[src/rtl/sme_char_feeder_if.sv]
// Byte-stream record interface into the string-matching feeder.
// The source (master) frames string and pattern records; the feeder (slave) applies backpressure.
interface sme_char_feeder_if;
    logic       in_valid;
    logic       in_ready;
    logic [7:0] in_data;
    logic       in_is_pat;
    logic       in_last;

    modport master (output in_valid, in_data, in_is_pat, in_last, input in_ready);
    modport slave  (input in_valid, in_data, in_is_pat, in_last, output in_ready);
endinterface

[src/rtl/sme_char_feeder.sv]
// sme_char_feeder: buffers framed string/pattern records in two ping-pong buffers
// and replays them to the matching engine as gapless string->pattern bursts.
// Build option: define OVERLEN_ERR_EN to discard over-length records and pulse ovl_err;
// otherwise over-length records are truncated and ovl_err stays 0.
//
// state   | meaning
// --------+------------------------------------------------------------------
// IDLE    | nothing released; outputs 0
// PRESENT | byte0 of released record driven, waits for engine acceptance
// STREAM  | one byte per cycle, string rolls straight into its pattern
// GAP     | single zero cycle after a pattern's last byte
module sme_char_feeder #(
    parameter int STR_MAX = 32,
    parameter int PAT_MAX = 8
) (
    input  logic                    clk,
    input  logic                    reset,
    sme_char_feeder_if.slave        in_if,
    output logic [7:0]              chardata,
    output logic                    isstring,
    output logic                    ispattern,
    input  logic                    sme_valid,
    output logic                    expect_res,
    output logic                    seq_err,
    output logic                    ovl_err
);
    localparam int LW = $clog2(STR_MAX + 1);
    localparam int IW = (STR_MAX > 1) ? $clog2(STR_MAX) : 1;
    localparam logic [LW-1:0] STR_LIM = LW'(STR_MAX);
    localparam logic [LW-1:0] PAT_LIM = LW'(PAT_MAX);
`ifdef OVERLEN_ERR_EN
    localparam bit OVL_EN = 1'b1;
`else
    localparam bit OVL_EN = 1'b0;
`endif

    typedef enum logic [1:0] {S_IDLE, S_PRESENT, S_STREAM, S_GAP} state_t;

    state_t        state_q, state_d;
    logic          started_q, started_d;
    logic          str_seen_q, str_seen_d;
    // occ: buffer holds a complete record not yet fully emitted; rel: it has been released
    logic [1:0]    occ_q, occ_d;
    logic [1:0]    rel_q, rel_d;
    logic [1:0]    bpat_q, bpat_d;
    logic [LW-1:0] len_q [2];
    logic [LW-1:0] len_d [2];
    logic [7:0]    mem_q [2][STR_MAX];
    logic [7:0]    mem_d [2][STR_MAX];
    logic          fill_q, fill_d;
    logic          fill_sel_q, fill_sel_d;
    logic          fill_pat_q, fill_pat_d;
    logic [LW-1:0] fill_cnt_q, fill_cnt_d;
    logic          fill_ovf_q, fill_ovf_d;
    logic          rd_sel_q, rd_sel_d;
    logic [LW-1:0] rd_idx_q, rd_idx_d;
    logic          expect_res_q, expect_res_d;
    logic          seq_err_q, seq_err_d;
    logic          ovl_err_q, ovl_err_d;

    logic          xfer, cur_sel, cur_pat, room, ovf_now;
    logic [LW-1:0] cur_cnt, lim, new_cnt;
    logic [1:0]    str_wait, pat_rdy;
    logic          rel_any, rel_sel;

    // Backpressure only when both buffers are committed to complete records
    assign in_if.in_ready = ~(occ_q[0] & occ_q[1]);
    assign xfer           = in_if.in_valid & in_if.in_ready;
    assign expect_res     = expect_res_q;
    assign seq_err        = seq_err_q;
    assign ovl_err        = ovl_err_q;

    // Decode the incoming byte: target buffer, record type, stored length, overflow
    always_comb begin
        cur_sel = fill_q ? fill_sel_q : occ_q[0];
        cur_pat = fill_q ? fill_pat_q : in_if.in_is_pat;
        cur_cnt = fill_q ? fill_cnt_q : '0;
        lim     = cur_pat ? PAT_LIM : STR_LIM;
        room    = cur_cnt < lim;
        new_cnt = room ? cur_cnt + LW'(1) : cur_cnt;
        ovf_now = (fill_q & fill_ovf_q) | ~room;
    end

    // Find a releasable record; a string is only releasable with its pattern beside it
    always_comb begin
        str_wait = occ_q & ~rel_q & ~bpat_q;
        pat_rdy  = occ_q & ~rel_q & bpat_q;
        rel_any  = 1'b1;
        rel_sel  = 1'b0;
        if (str_wait[0] && pat_rdy[1]) begin
            rel_sel = 1'b0;
        end else if (str_wait[1] && pat_rdy[0]) begin
            rel_sel = 1'b1;
        end else if (pat_rdy[0]) begin
            rel_sel = 1'b0;
        end else if (pat_rdy[1]) begin
            rel_sel = 1'b1;
        end else begin
            rel_any = 1'b0;
        end
    end

    // Buffer fill, sequencing checks and replay FSM next-state
    always_comb begin
        state_d      = state_q;
        started_d    = started_q;
        str_seen_d   = str_seen_q;
        occ_d        = occ_q;
        rel_d        = rel_q;
        bpat_d       = bpat_q;
        len_d        = len_q;
        mem_d        = mem_q;
        fill_d       = fill_q;
        fill_sel_d   = fill_sel_q;
        fill_pat_d   = fill_pat_q;
        fill_cnt_d   = fill_cnt_q;
        fill_ovf_d   = fill_ovf_q;
        rd_sel_d     = rd_sel_q;
        rd_idx_d     = rd_idx_q;
        seq_err_d    = 1'b0;
        ovl_err_d    = 1'b0;
        expect_res_d = sme_valid ? 1'b0 : expect_res_q;

        if (xfer) begin
            if (room) begin
                mem_d[cur_sel][cur_cnt[IW-1:0]] = in_if.in_data;
            end
            if (in_if.in_last) begin
                fill_d = 1'b0;
                if (OVL_EN && ovf_now) begin
                    ovl_err_d = 1'b1;
                end else if (cur_pat && !str_seen_q) begin
                    seq_err_d = 1'b1;
                end else begin
                    occ_d[cur_sel]  = 1'b1;
                    rel_d[cur_sel]  = 1'b0;
                    bpat_d[cur_sel] = cur_pat;
                    len_d[cur_sel]  = new_cnt;
                    if (!cur_pat) begin
                        str_seen_d = 1'b1;
                        // An older string still waiting for its pattern is superseded
                        if (str_wait[~cur_sel]) begin
                            occ_d[~cur_sel] = 1'b0;
                            seq_err_d       = 1'b1;
                        end
                    end
                end
            end else begin
                fill_d     = 1'b1;
                fill_sel_d = cur_sel;
                fill_pat_d = cur_pat;
                fill_cnt_d = new_cnt;
                fill_ovf_d = ovf_now;
            end
        end

        case (state_q)
            S_IDLE, S_GAP: begin
                if (state_q == S_GAP) begin
                    started_d = 1'b1;
                end
                if (rel_any) begin
                    state_d         = S_PRESENT;
                    rd_sel_d        = rel_sel;
                    rd_idx_d        = '0;
                    rel_d[rel_sel]  = 1'b1;
                    if (!bpat_q[rel_sel]) begin
                        rel_d[~rel_sel] = 1'b1;
                    end
                end else begin
                    state_d = S_IDLE;
                end
            end
            S_PRESENT, S_STREAM: begin
                if (state_q == S_STREAM || !started_q || sme_valid) begin
                    if (rd_idx_q == len_q[rd_sel_q] - LW'(1)) begin
                        occ_d[rd_sel_q] = 1'b0;
                        rel_d[rd_sel_q] = 1'b0;
                        if (!bpat_q[rd_sel_q]) begin
                            rd_sel_d = ~rd_sel_q;
                            rd_idx_d = '0;
                            state_d  = S_STREAM;
                        end else begin
                            expect_res_d = 1'b1;
                            state_d      = S_GAP;
                        end
                    end else begin
                        rd_idx_d = rd_idx_q + LW'(1);
                        state_d  = S_STREAM;
                    end
                end
            end
            default: state_d = S_IDLE;
        endcase
    end

    // Engine-facing outputs, zero outside PRESENT/STREAM
    always_comb begin
        chardata  = 8'h00;
        isstring  = 1'b0;
        ispattern = 1'b0;
        if (state_q == S_PRESENT || state_q == S_STREAM) begin
            chardata  = mem_q[rd_sel_q][rd_idx_q[IW-1:0]];
            isstring  = ~bpat_q[rd_sel_q];
            ispattern = bpat_q[rd_sel_q];
        end
    end

    // State registers with asynchronous reset
    always_ff @(posedge clk or posedge reset) begin
        if (reset) begin
            state_q      <= S_IDLE;
            started_q    <= 1'b0;
            str_seen_q   <= 1'b0;
            occ_q        <= '0;
            rel_q        <= '0;
            bpat_q       <= '0;
            fill_q       <= 1'b0;
            fill_sel_q   <= 1'b0;
            fill_pat_q   <= 1'b0;
            fill_cnt_q   <= '0;
            fill_ovf_q   <= 1'b0;
            rd_sel_q     <= 1'b0;
            rd_idx_q     <= '0;
            expect_res_q <= 1'b0;
            seq_err_q    <= 1'b0;
            ovl_err_q    <= 1'b0;
            for (int b = 0; b < 2; b++) begin
                len_q[b] <= '0;
                for (int i = 0; i < STR_MAX; i++) begin
                    mem_q[b][i] <= '0;
                end
            end
        end else begin
            state_q      <= state_d;
            started_q    <= started_d;
            str_seen_q   <= str_seen_d;
            occ_q        <= occ_d;
            rel_q        <= rel_d;
            bpat_q       <= bpat_d;
            fill_q       <= fill_d;
            fill_sel_q   <= fill_sel_d;
            fill_pat_q   <= fill_pat_d;
            fill_cnt_q   <= fill_cnt_d;
            fill_ovf_q   <= fill_ovf_d;
            rd_sel_q     <= rd_sel_d;
            rd_idx_q     <= rd_idx_d;
            expect_res_q <= expect_res_d;
            seq_err_q    <= seq_err_d;
            ovl_err_q    <= ovl_err_d;
            len_q        <= len_d;
            mem_q        <= mem_d;
        end
    end
endmodule

[src/flat_wrapper.sv]
// flat-port wrapper written by rule: the top's interface ports become plain ports
module sme_char_feeder_flat 
#(
    parameter int STR_MAX = 32,
    parameter int PAT_MAX = 8
)
  (clk, reset, chardata, isstring, ispattern, sme_valid, expect_res, seq_err, ovl_err, in_if_in_valid, in_if_in_data, in_if_in_is_pat, in_if_in_last, in_if_in_ready);
  sme_char_feeder_if in_if_i ();
  input  logic clk;
  input  logic reset;
  output logic [7:0] chardata;
  output logic isstring;
  output logic ispattern;
  input  logic sme_valid;
  output logic expect_res;
  output logic seq_err;
  output logic ovl_err;
  input wire logic [$bits(in_if_i.in_valid)-1:0] in_if_in_valid;
  input wire logic [$bits(in_if_i.in_data)-1:0] in_if_in_data;
  input wire logic [$bits(in_if_i.in_is_pat)-1:0] in_if_in_is_pat;
  input wire logic [$bits(in_if_i.in_last)-1:0] in_if_in_last;
  output wire logic [$bits(in_if_i.in_ready)-1:0] in_if_in_ready;
  assign in_if_i.in_valid = in_if_in_valid;
  assign in_if_i.in_data = in_if_in_data;
  assign in_if_i.in_is_pat = in_if_in_is_pat;
  assign in_if_i.in_last = in_if_in_last;
  assign in_if_in_ready = in_if_i.in_ready;
  sme_char_feeder #(.STR_MAX(STR_MAX), .PAT_MAX(PAT_MAX)) u_core (.clk(clk), .reset(reset), .in_if(in_if_i), .chardata(chardata), .isstring(isstring), .ispattern(ispattern), .sme_valid(sme_valid), .expect_res(expect_res), .seq_err(seq_err), .ovl_err(ovl_err));
endmodule
[config.mk]
export PLATFORM = sky130hd
export DESIGN_NAME = sme_char_feeder_flat
export DESIGN_NICKNAME = d
export VERILOG_FILES = /design/src/rtl/sme_char_feeder_if.sv /design/src/rtl/sme_char_feeder.sv /design/src/flat_wrapper.sv
export SDC_FILE = /design/constraint.sdc
export NUM_CORES = 1
export LEC_CHECK = 0
export ABC_CLOCK_PERIOD_IN_PS = 29600
export CAP_MARGIN = 15
export CORE_MARGIN = 2
export CORE_UTILIZATION = 55
export CTS_BUF_LIST = sky130_fd_sc_hd__clkbuf_8
export CTS_CLUSTER_SIZE = 28
export DETAILED_ROUTE_END_ITERATION = 8
export HOLD_SLACK_MARGIN = 0.1
export PLACE_DENSITY_LB_ADDON = 0.08
export SLEW_MARGIN = 10
export SYNTH_ARGS = -nofsm -noshare
export SYNTH_HDL_FRONTEND = slang
export SYNTH_SLANG_ARGS = --single-unit
[constraint.sdc]
create_clock -name clk -period 29.6 [get_ports clk]
set_input_delay 7.4 -clock clk [delete_from_list [all_inputs] [get_ports clk]]
set_output_delay 7.4 -clock clk [all_outputs]
set_load 0.1 [all_outputs]
==> parameters.txt <==
Parameter                              Value

Routing
  Routed Antenna Nets ... 0
  # DRC ... 0
  Via count ... between 10,000 and 15,000
  Detailed Routing Iterations Pass 1 ... 5
  Number of violations reported at the end of detailed-routing iteration 0 ... 1,112
  Final Routed Wirelength ... around 62,000 microns
  Routed WL per cell ... between 20 and 30 microns
  Vias per Instance ... 6.22

Timing
  Final critical-path required period ... roughly 14 ns
  Max frequency ... between 0.07 and 0.08 GHz
  Setup violators final ... 0
  Final critical-path share of the clock period ... 0.461
  Post-Route Skew ... 0.0263 ns
  Worst-case hold slack ... approximately 0.47 ns
  Final hold violation count ... 0
  Max-slew violations ... 0
  RSZ-0062 raised after global routing ... false
  Final TNS setup ... 0 ns
  Worst relative slew slack ... 0.277
  Transition time at the pin with the least slew margin ... 1.08 ns

Floorplanning
  I/O pins ... 28
  Placement Rows ... 79
  Total die area ... around 0.049 sq mm
  Initial core utilization ... 0.556
  X dimension of the die ... between 200 and 250 microns
  Die boundary height ... 221 microns
  Core Footprint ... roughly 0.046 sq mm

Power and ir drop
  Combinational share of power ... 0.292
  Proportion of power drawn by flip-flops and latches ... 0.417
  Static leakage ... 13.6 nW
  Pwr/cell area ... 82.0 mW/mm^2
  Switching share of power ... 0.333
  Power Total ... around 0.0023 W
  Clock Power Share ... 0.291
  Psw ... just under 0.0008 W
  Cell Int Power ... 0.00155 W
  Worst IR drop on VDD ... roughly 0.00012 V

Synth
  Sequential cell area fraction in the yosys report ... 0.535
  Number of enable-type register cells in the synthesized netlist ... 0
  Mapped Nets ... 1,700
  Proportion of netlist area held by the largest area contributor ... 0.535
  Synth Cell Area ... between 0.02 and 0.03 sq mm
  Synthesis-stage register bit count ... roughly 550
  Cell type contributing the most total cell area after synthesis ... sky130_fd_sc_hd__dfrtp_1
  Count of warnings emitted by yosys ... 0
  Post-synthesis async set-or-reset flop share ... 1.00
  Cell variety after synth ... 64
  Most frequently used flop master after synthesis ... sky130_fd_sc_hd__dfrtp_1
  Leading post-synthesis cells by cell area ... sky130_fd_sc_hd__dfrtp_1, sky130_fd_sc_hd__mux2_2, sky130_fd_sc_hd__mux4_2, sky130_fd_sc_hd__nand2_1, sky130_fd_sc_hd__clkbuf_1
  Mean instance size in the synthesized netlist ... between 15 and 20 sq um
  Number of instances in the synthesized netlist ... around 1,700

Clock network
  Number of setup buffers added after CTS ... 0
  Num CTS Buffers ... 94
  CTS Root Buffer Type ... sky130_fd_sc_hd__clkbuf_8
  Clock tree from TritonCTS ... done
  Bufs on Longest Clock Path ... 3
  Number of H-tree branching levels ... 3
  Clock sink count ... between 500 and 600
  Insertion delay to the later sink of the worst-skew pair ... approximately 0.67 ns
  Reg clk slew, reported paths ... roughly 0.060 ns
  Total of cells resized after clock tree synthesis ... 0
  Count of hold-fix buffers inserted at cts ... 0

Critical path
  Critical path's slowest cell ... sky130_fd_sc_hd__clkdlybuf4s50_1
  Endpoint class of the critical path ... output port
  Register-to-register path setup slack ... ~25 ns
  Stages on the worst setup path ... 8
  Worst Setup EP ... chardata[6]
  Max Fanout on Critical Path ... between 40 and 50
  Delay of the slowest cell on the worst path ... between 1 and 1.5 ns
  Worst Setup Path Type ... reg -> out
  Worst EP required ... approximately 22 ns
  FF-to-FF End ... u_core.mem_q[39]
  Depth of the worst register-to-register path ... 9
  Kind of cell adding the most delay to the critical path ... buffers and inverters
  List of cells traversed by the critical path ... buf_4, buf_4, buf_4, mux4_2, mux4_2, mux2i_1, o22ai_1, clkdlybuf4s50_1
  Kind of start point of the critical path ... flop
  Critical path startpoint ... u_core.rd_idx_q[0]
  Buffer and inverter count on the worst path ... 4
  Critical Path AT ... between 6 and 7 ns
  Crit Reg-Reg Startpoint ... u_core.fill_q
  Most frequent cell on the critical path ... sky130_fd_sc_hd__buf_4

Finish
  Number of standard cells in the final layout excluding fillers ... between 2,000 and 2,500
  Antenna diode instance count ... 0
  Layout fillers ... approximately 3,600
  Register area ... approximately 0.014 sq mm
  Final net count ... between 1,500 and 2,000
  Relative area change from synthesis to final layout ... 9.76%
  Share of cells above drive strength 1 ... 0.492
  Commonest non-fill, non-tap cells in the layout ... sky130_fd_sc_hd__dfrtp_1, sky130_fd_sc_hd__mux2_2, sky130_fd_sc_hd__mux4_2
  Final core utilization ... 0.610
  Area of the multi-input gates ... 0.0114 sq mm
  Commonest non-fill, non-tap cell in the layout ... sky130_fd_sc_hd__dfrtp_1

Global routing
  Antenna violations before repair ... 1
  Gr ovfl total ... 0
  Global-route wire length before repair ... 96,400 microns
  Pin count of the biggest net entering global routing ... 131
  Number of global-route vias before repair ... around 15,000
  Global-route total usage across every layer ... 0.269

Hold path
  Class of the worst hold path ... reg -> reg

Status
  Status ... finished clean

Place
  Placed wire-length estimate after detailed placement ... 38,600 microns
  Port buffer count ... 26
  Number of placed instances with taps included ... 2,215
  Final Wtd Congestion ... around 0.81

Flow run
  Maxcap violations ... 0
==> metrics by stage <==
step / setup WS [ns] / area, sq um
floorplan: 6.77 / 25800
global placement: 16.52 / 26500
detailed placement: 16.51 / 26500
CTS: 15.79 / 28300
global route: 15.55 / 28300
finish: 15.95 / 28300
==> cell families after synthesis <==
group | count (synthesis) | share of synthesized area
buffers and inverters | 132 | 0.0224
XOR/XNOR | 17 | 0.00576
AO/OA/AOI/OAI | 80 | 0.0193
adder cells (fa/ha/maj) | 9 | 0.00436
other | 1 | 0.000145
AND/OR/NAND/NOR | 191 | 0.0429
flip-flops | 552 | 0.535
multiplexers | 695 | 0.370
==> worst register-to-register path: cells and delay by family (launching register included) <==
family	cells	cell delay, ns
compound gates	1	0.44
simple gates	5	2.12
fa+ha+maj	1	0.30
buf+inv	1	0.09
flops	1	0.77
mux	1	0.44
==> synthesized netlist by cell type (all sizes together), types with 6 or more instances <==
library cell / number
xor2: 7
ha: 9
nor2: 39
nand2b: 8
mux2: 514
dfrtp: 552
nand2: 82
xnor2: 10
o22ai: 8
clkbuf: 66
buf: 53
mux4: 156
o21ai: 23
inv: 13
nor2b: 6
a21oi: 23
nand3: 11
or3: 7
mux2i: 25
==> power by group through the flow <==
stage	Combinational, W	Sequential (W)	Clock (W)
6_report	0.000679	0.000969	0.000676
5_1_grt	0.000731	0.000986	0.000725
4_1_cts	0.000682	0.000968	0.000691
3_5_place_dp	0.000680	0.000982	0
3_3_place_gp	0.000669	0.000977	0
2_1_floorplan	0.000552	0.000933	0
==> registers in the layout, summed over array words and instances, names as in the netlist, 2 cells and up <==
register	cells
u_core.mem_q	512
u_core.len_q	12
u_core.fill_cnt_q	6
u_core.rd_idx_q	6
u_core.bpat_q	2
u_core.occ_q	2
u_core.rel_q	2
u_core.state_q	2
==> how the worst min path moves through the flow <==
| stage | from | depth (start not counted) | to | slack (ns) |
|---|---|---|---|---|
| floorplan | u_core.started_q | 1 | u_core.started_q | 0.43 |
| global placement | u_core.started_q | 1 | u_core.started_q | 0.45 |
| detailed placement | u_core.str_seen_q | 1 | u_core.str_seen_q | 0.45 |
| CTS | u_core.str_seen_q | 1 | u_core.str_seen_q | 0.47 |
| global route | u_core.str_seen_q | 1 | u_core.str_seen_q | 0.50 |
| finish | u_core.started_q | 1 | u_core.started_q | 0.47 |
==> layer usage <==
| layer | track usage | part of all wire | routed length [microns] | vias up |
|---|---|---|---|---|
| met5 | 0 | 0.00018 | 11 | - |
| met3 | 0.0630 | 0.055 | 3400 | 123 |
| met4 | 0.0909 | 0.032 | 2010 | 2 |
| met2 | 0.414 | 0.47 | 29200 | 380 |
| met1 | 0.380 | 0.44 | 27500 | 7982 |
| li1 | - | - | - | 6329 |
==> area by class of cell <==
class                           instances  share of cell area
Tap cell                              607              0.0268
Inverter                               13             0.00199
Sequential cell                       552               0.488
Multi-Input combinational cell        993               0.403
Timing Repair Buffer                   51              0.0144
Clock buffer                          121              0.0587
Clock inverter                         44             0.00706
Note: power is estimated with default switching activity, not from simulation.
